--- config.mk ---
export PLATFORM = sky130hd
export DESIGN_NAME = row_deserializer_flat
export DESIGN_NICKNAME = d
export VERILOG_FILES = /design/src/rtl/row_deserializer_pkg.sv /design/src/rtl/row_deserializer_if.sv /design/src/rtl/row_deserializer_hold.sv /design/src/rtl/row_deserializer.sv /design/src/flat_wrapper.sv
export SDC_FILE = /design/constraint.sdc
export NUM_CORES = 1
export LEC_CHECK = 0
export ABC_AREA = 1
export BUFFER_PORTS_ARGS = -buffer_cell sky130_fd_sc_hd__clkbuf_2
export CORE_AREA = 4 4 110 112
export DETAILED_ROUTE_END_ITERATION = 8
export DIE_AREA = 0 0 114 116
export PLACE_DENSITY = 0.72
export SETUP_SLACK_MARGIN = 0.2
export SYNTH_ARGS = -nofsm -noshare
export SYNTH_HDL_FRONTEND = slang
export SYNTH_SLANG_ARGS = --single-unit
--- constraint.sdc ---
create_clock -name clk -period 3.7 [get_ports clk]
set_clock_uncertainty 0.05 [all_clocks]
set_input_delay 0.37 -clock clk [delete_from_list [all_inputs] [get_ports clk]]
set_output_delay 0.37 -clock clk [all_outputs]
set_load 0.01 [all_outputs]
--- src/rtl/row_deserializer_pkg.sv ---
// Shared types and helpers for the serial-to-row receive path.
package row_deserializer_pkg;

  typedef enum logic {
    COLLECT   = 1'b0,
    FULL_WAIT = 1'b1
  } state_t;

  // Ceiling log2, usable in parameter/localparam expressions.
  function automatic int clog2(input int v);
    int r;
    r = 0;
    for (int i = 0; i < 31; i++)
      if ((1 << i) < v) r = i + 1;
    return r;
  endfunction

endpackage

--- src/rtl/row_deserializer_if.sv ---
// Sample-in / row-out handshake bundle for row_deserializer.
interface row_deserializer_if
  import row_deserializer_pkg::*;
#(
  parameter int REG_WIDTH = 8,
  parameter int ROW_LEN   = 8
);
  localparam int CNT_W = clog2(ROW_LEN + 1);

  logic [REG_WIDTH-1:0]         idata;
  logic                         ivalid;
  logic                         iready;
  logic [REG_WIDTH*ROW_LEN-1:0] odata;
  logic                         ovalid;
  logic                         oready;
  logic [CNT_W-1:0]             ocount;

  modport slave  (input  idata, ivalid, oready,
                  output iready, odata, ovalid, ocount);
  modport master (output idata, ivalid, oready,
                  input  iready, odata, ovalid, ocount);
endinterface

--- src/rtl/row_deserializer_hold.sv ---
// Parallel row holding register with valid/ready output handshake.
module row_hold_reg #(
  parameter int W = 64
) (
  input  logic         clk,
  input  logic         rst,
  input  logic         i_load,
  input  logic [W-1:0] i_data,
  input  logic         i_oready,
  output logic [W-1:0] o_data,
  output logic         o_valid
);
  logic [W-1:0] r_data;
  logic         r_valid;

  // A load wins over a concurrent drain so back-to-back rows have no bubble.
  always_ff @(posedge clk or posedge rst) begin
    if (rst) begin
      r_data  <= '0;
      r_valid <= 1'b0;
    end else if (i_load) begin
      r_data  <= i_data;
      r_valid <= 1'b1;
    end else if (r_valid && i_oready) begin
      r_valid <= 1'b0;
    end
  end

  assign o_data  = r_data;
  assign o_valid = r_valid;
endmodule

--- src/rtl/row_deserializer.sv ---
// Collects ROW_LEN serial samples into one row word, double-buffered against the holding stage.
module row_deserializer
  import row_deserializer_pkg::*;
#(
  parameter int REG_WIDTH = 8,
  parameter int ROW_LEN   = 8
) (
  input  logic            clk,
  input  logic            rst,
  row_deserializer_if.slave s
);
  localparam int CNT_W = clog2(ROW_LEN + 1);
  localparam int IDX_W = clog2(ROW_LEN);

  logic [ROW_LEN-1:0][REG_WIDTH-1:0] r_buf;
  logic [ROW_LEN-1:0][REG_WIDTH-1:0] w_row;
  logic [CNT_W-1:0]                  r_cnt;
  state_t                            r_state;
  logic                              r_iready;
  logic                              w_ovalid;
  logic                              w_in_xfer;
  logic                              w_last;
  logic                              w_load;

  assign w_in_xfer = s.ivalid && r_iready;
  assign w_last    = (r_cnt == CNT_W'(ROW_LEN - 1));

  // In COLLECT the last sample bypasses the buffer straight into the hold stage.
  always_comb begin
    w_row  = r_buf;
    w_load = 1'b0;
    if (r_state == COLLECT) begin
      w_row[ROW_LEN-1] = s.idata;
      w_load = w_in_xfer && w_last && (!w_ovalid || s.oready);
    end else begin
      w_load = s.oready;
    end
  end

  always_ff @(posedge clk or posedge rst) begin
    if (rst) begin
      r_buf    <= '0;
      r_cnt    <= '0;
      r_state  <= COLLECT;
      r_iready <= 1'b0;
    end else begin
      case (r_state)
        COLLECT: begin
          r_iready <= 1'b1;
          if (w_in_xfer) begin
            r_buf[r_cnt[IDX_W-1:0]] <= s.idata;
            if (!w_last) begin
              r_cnt <= r_cnt + 1'b1;
            end else if (w_load) begin
              r_cnt <= '0;
            end else begin
              r_cnt    <= CNT_W'(ROW_LEN);
              r_state  <= FULL_WAIT;
              r_iready <= 1'b0;
            end
          end
        end
        FULL_WAIT: begin
          if (s.oready) begin
            r_cnt    <= '0;
            r_state  <= COLLECT;
            r_iready <= 1'b1;
          end
        end
        default: r_state <= COLLECT;
      endcase
    end
  end

  row_hold_reg #(.W(REG_WIDTH * ROW_LEN)) u_hold (
    .clk     (clk),
    .rst     (rst),
    .i_load  (w_load),
    .i_data  (w_row),
    .i_oready(s.oready),
    .o_data  (s.odata),
    .o_valid (w_ovalid)
  );

  assign s.ovalid = w_ovalid;
  assign s.iready = r_iready;
  assign s.ocount = r_cnt;
endmodule

--- src/flat_wrapper.sv ---
// flat-port wrapper written by rule: the top's interface ports become plain ports
module row_deserializer_flat import row_deserializer_pkg::*;
#(
  parameter int REG_WIDTH = 8,
  parameter int ROW_LEN   = 8
)
  (clk, rst, s_idata, s_ivalid, s_oready, s_iready, s_odata, s_ovalid, s_ocount);
  row_deserializer_if #(.REG_WIDTH(REG_WIDTH), .ROW_LEN(ROW_LEN)) s_i ();
  input  logic clk;
  input  logic rst;
  input wire logic [$bits(s_i.idata)-1:0] s_idata;
  input wire logic [$bits(s_i.ivalid)-1:0] s_ivalid;
  input wire logic [$bits(s_i.oready)-1:0] s_oready;
  output wire logic [$bits(s_i.iready)-1:0] s_iready;
  output wire logic [$bits(s_i.odata)-1:0] s_odata;
  output wire logic [$bits(s_i.ovalid)-1:0] s_ovalid;
  output wire logic [$bits(s_i.ocount)-1:0] s_ocount;
  assign s_i.idata = s_idata;
  assign s_i.ivalid = s_ivalid;
  assign s_i.oready = s_oready;
  assign s_iready = s_i.iready;
  assign s_odata = s_i.odata;
  assign s_ovalid = s_i.ovalid;
  assign s_ocount = s_i.ocount;
  row_deserializer #(.REG_WIDTH(REG_WIDTH), .ROW_LEN(ROW_LEN)) u_core (.clk(clk), .rst(rst), .s(s_i));
endmodule
== Word level (Yosys, flattened, before mapping) ==
Index checks and enable logic that the tools add are counted.
Storage, ports and cells
  input bits: 12
  logic and storage cells: 52
  register bits after elaboration: 135
  output and inout bits: 70
Operators by class
  mux-type cells: 22
  bitwise logic cells: 1
  $add $sub $neg: 1
  $lt $le $gt $ge: 2
  reduce and logical (&&, ||, !) cells: 10
  equality and inequality tests: 3
Operator list (number)
  $bwmux W64: 1
  $demux W8 S3: 1
  $mux W4: 4
  $mux W8: 2
  $mux W1: 11
  $pmux W4 S2: 1
  $logic_and A1 B1 Y1: 5
  $add A4 B1 Y4 const B: 1
  $eq A4 B3 Y1 const B: 1
  $lt A3 B4 Y1 const B: 1
  $pmux W1 S2: 2
  $reduce_and A2 Y1: 2
  $ge A3 B1 Y1 const B: 1
  $ne A2 B1 Y1 const B: 1
  $ne A2 B2 Y1 const B: 1
  $reduce_bool A2 Y1: 1
  $logic_not A1 Y1: 1
  $logic_or A1 B1 Y1: 1
  $not A1 Y1: 1

== Longest topological paths before layout ==
  depth in word-level cells: 8
  gate-level depth with buffers: 9
  mapped depth without buffers: 8

== Modules after synthesis ==
A second synthesis with hierarchy kept.
Second synthesis, totals
  cells, all modules: 555
  area total of the unflattened synthesis: 5655.4 um^2
By module, submodules not included
  row_deserializer: sequential area each 1751.7 um^2, cells an instance 279, area an instance 3134.3 um^2, instances 1
  row_hold_reg: sequential area each 1626.6 um^2, cells an instance 276, area an instance 2521.2 um^2, instances 1

== Worst setup path before layout ==
Ideal clock, no wire load.
  path type: reg2reg
  start: register u_core.r_cnt[1], in the netlist u_core.s.ocount[1]
  end: register u_core.u_hold.r_data[56], in the netlist u_core.u_hold.o_data[56]
  library setup time: 123 ps
  data arrival time: 1626 ps
  required time: 3527 ps
  cell stages (with the launch flop): 10
  slack: 1900 ps
  clock period less this slack: 1800 ps
  path through: dfrtp_1 > ha_1 > nand2_4 > nor2_4 > nand2_2 > nand2_4 > nand2_4 > buf_2 > nand2_1 > o21ai_1
Between the ends
  cells in the longest elaborated chain, start to end: 4
RTL lines
  start, declared: line row_deserializer.sv:17  | logic [CNT_W-1:0] r_cnt;
  start signal, assigned: line row_deserializer.sv:53  | r_cnt <= r_cnt + 1'b1;
  start signal, assigned: line row_deserializer.sv:57  | r_cnt <= CNT_W'(ROW_LEN);
  $eq A4 B3 Y1: line row_deserializer.sv:26  | assign w_last = (r_cnt == CNT_W'(ROW_LEN - 1));
  $logic_and A1 B1 Y1 (2 in a row): line row_deserializer.sv:34  | w_load = w_in_xfer && w_last && (!w_ovalid || s.oready);
  $mux W1: line row_deserializer.sv:32  | if (r_state == COLLECT) begin
  end signal, assigned: line row_deserializer_hold.sv:22  | r_data <= i_data;
  end, declared: line row_deserializer_hold.sv:13  | logic [W-1:0] r_data;
Every way passes these cells.
A chain may end at the register's enable or synchronous reset.

== Final worst setup path ==
  start: register u_core.r_cnt[1], in the netlist u_core.s.ocount[1]
  end: register u_core.u_hold.r_data[32], in the netlist u_core.u_hold.o_data[32]
Same word-level chain as after synthesis.

==> reports/qor_table.md <==
| Metric | Reported | Unit |
|---|---|---|
| Number of flip-flops and latches in the synthesized netlist | 135 | - |
| Final hold violations | 0 | - |
| Num ports | 82 | - |
| Count of input and output buffers | 81 | - |
| Antenna violations before repair | 0 | - |
| ANT nets after route | 0 | - |
| Die Span X | 114 | um |
| Number of gates given a new drive strength after cts | 0 | - |
| Initial cell density of the core | 49.7 | % |
| Count of maximum capacitance violations | 0 | - |
| Number of warnings issued by yosys | 0 | - |
| Clock Latency Late Sink | 0.41 | ns |
| Crit-path max FO | 73 | - |
| Remaining routing DRC violations | 0 | - |
| Share of the clock period used by the worst path | 75.9 | % |
| Pre-CTS setup slack | 0.869 | ns |
| Depth of the CTS H-tree | 4 | - |
| Root Buffer | clkbuf_16 | - |
| Die area | 13,200 | um2 |
| Routed length per placed instance | 15.5 | um |
| Aggregate global routing overflow | 0 | - |
| TritonCTS buffer count | 17 | - |
| Remaining max-slew budget at the tightest pin | 51.6 | % |
| Number of distinct library cells after synthesis | 23 | - |
| Min-Delay Path Class | in2async | - |
| Count of mapped cells out of synthesis | 547 | - |
| Timing-limited maximum frequency | 0.356 | GHz |
| Maximum clock insertion buffer count | 2 | - |
| Arrival time of the worst setup path | 3.05 | ns |
| Fin worst setup slack | 0.890 | ns |
| Unrepaired setup endpoints after global routing | no | - |
| Detailed router's first-iteration violation count | 339 | - |
| Vias post-DR | 4,032 | - |
| Vertical extent of the die | 116 | um |
| Maximum vdd ir drop | 0.434 | mV |
| Core area | 11,200 | um2 |
| Critical path start-end classification | reg2reg | - |
| Setup crit start kind | register | - |
| Per-instance average area after synthesis | 10.2 | um2 |
| Routability cong. | 0.748 | - |
| Min Clock Period, post-route | 2.81 | ns |
| Setup slack on the worst flop-to-flop path | 0.89 | ns |
| Fill cell total of the finished layout | 977 | - |
| Total number of nets in the final design | 632 | - |
| Detailed-route wire length | 12.0 | mm |
| Critical path required time | 3.94 | ns |
| Commonest non-fill, non-tap cell in the layout | nand2_1 | - |
| First-pass GRT wire length | 20.6 | mm |
| Sequential-to-total area share from yosys stat | 60.5 | % |
| Vias in the first global route | 4,108 | - |
| Power density cells | 856 | nW/um2 |
| Post-CTS repair timing setup buffer count | 0 | - |
| Cts hold-fix bufs | 0 | - |
| Number of antenna repair diodes | 0 | - |
| Nature of the critical path endpoint | register | - |
| Post-Route Setup TNS | 0 | ns |
| DR vias/cell | 5.20 | - |
| Cell area after technology mapping | 5580 | um2 |
| Total GRT Usage | 19.9 | % |
| Largest net degree at the start of global routing | 136 | - |
| Clock tree from TritonCTS | done | - |
| Total leakage power | 3.42 | nW |
| DP HPWL | 7.62 | mm |
| First drt pass iteration count | 6 | - |
| Most frequent cells in the layout | nand2_1 (197), dfrtp_1 (135), clkbuf_2 (81) | - |
| Worst Max-Slew Pin Slew | 0.726 | ns |
| CTS clk-pin slew, worst paths | 0.06 | ns |
| Max Slew Vio Count | 0 | - |
| Area Overhead vs Synth | 17.1 | % |
| Clock Sink Count | 135 | - |
| Post-Syn Nets | 560 | - |
| Count of final setup violators | 0 | - |
| Result of the run | complete, no violations | - |
| Site row count | 39 | - |
| Layout cell share with drive strength beyond 1 | 26.6 | % |
state kept, by name, summed over array words and instances (netlist names):
signal	cells
u_core.r_buf	64
u_core.u_hold.o_data	64
u_core.s.ocount	4
u_core.r_state	1
u_core.s.iready	1
u_core.u_hold.o_valid	1
stage by stage:
stage | total power [mW] | hold WS (ns) | utilization [%] | cells | cell area (um2)
2_1_floorplan | 3.48 | 0.400 | - | 547 | 5590
3_3_place_gp | 3.90 | 0.405 | 53.0 | 743 | 5950
3_5_place_dp | 3.98 | 0.409 | 53.0 | 743 | 5950
4_1_cts | 5.65 | 0.149 | 58.2 | 775 | 6540
5_1_grt | 5.98 | 0.190 | 58.2 | 775 | 6540
6_report | 5.59 | 0.0854 | 58.2 | 775 | 6540
power breakdown:
part | total [mW] | switching [mW] | internal (mW)
clock network | 1.64 | 0.615 | 1.03
logic | 1.43 | 0.850 | 0.578
registers | 2.52 | 0.414 | 2.11
logic make-up after synthesis:
group / Yosys count / synth area share, %
buffers and inverters: 46 / 5.63
flip-flops: 135 / 60.5
AO/OA/AOI/OAI: 84 / 9.66
adder cells (fa/ha/maj): 1 / 0.224
XOR/XNOR: 1 / 0.157
AND/OR/NAND/NOR: 280 / 23.8
metal layers:
metal | vias to the layer above | wire, um | GRT usage (%)
met5 | - | 0 | 0
met4 | 0 | 148 | 6.02
met3 | 14 | 618 | 3.92
met2 | 113 | 5900 | 32.3
met1 | 1959 | 5380 | 27.4
li1 | 1946 | - | -
final timing paths:
check,start,to,cells past startpoint
min in group clk,s_oready,u_core.r_state,2
min reg2reg,u_core.u_hold.o_data[12],u_core.u_hold.o_data[12],2
max,u_core.s.ocount[1],u_core.u_hold.o_data[32],8
min,rst,u_core.u_hold.o_data[58],3
max in group asynchronous,rst,u_core.u_hold.o_valid,3
max reg2reg,u_core.s.ocount[1],u_core.u_hold.o_data[32],8
final cells by class:
class / count / area (um2) / share of cell area (%)
flip-flops and latches: 135 / 3380 / 51.7
multi-input cells: 366 / 1890 / 28.9
clock buffers: 21 / 460 / 7.04
repair buffers: 83 / 433 / 6.62
well taps: 143 / 179 / 2.74
clock inverters: 11 / 125 / 1.91
inverters: 16 / 68.8 / 1.05
synth_stat cells:
cell type | number | share of area, %
o22ai_1 | 2 | 0.22
inv_2 | 1 | 0.067
inv_4 | 2 | 0.22
o21ai_0 | 11 | 0.99
dfrtp_1 | 135 | 61
nand2_4 | 3 | 0.61
nor2_8 | 1 | 0.36
xnor2_1 | 1 | 0.16
nor2_1 | 2 | 0.13
nand3_1 | 61 | 5.5
clkbuf_1 | 4 | 0.27
nor2_4 | 1 | 0.20
nand4_4 | 8 | 3.0
nand2_2 | 6 | 0.67
buf_8 | 2 | 0.54
nand2_1 | 198 | 13
o21ai_1 | 40 | 3.6
buf_6 | 11 | 2.2
o21ai_2 | 31 | 4.9
buf_2 | 12 | 1.1
ha_1 | 1 | 0.22
inv_1 | 13 | 0.87
buf_12 | 1 | 0.36
worst max-delay path, stage by stage, from the launching register on:
cell	delay [ns]
dfrtp_1	0.66
ha_1	0.34
nand2_4	0.08
nor2_4	0.13
nand2_2	0.08
nand2_4	0.45
nand2_4	0.56
nand2_1	0.22
nand2_1	0.09
(Power assumes the default switching activity.)
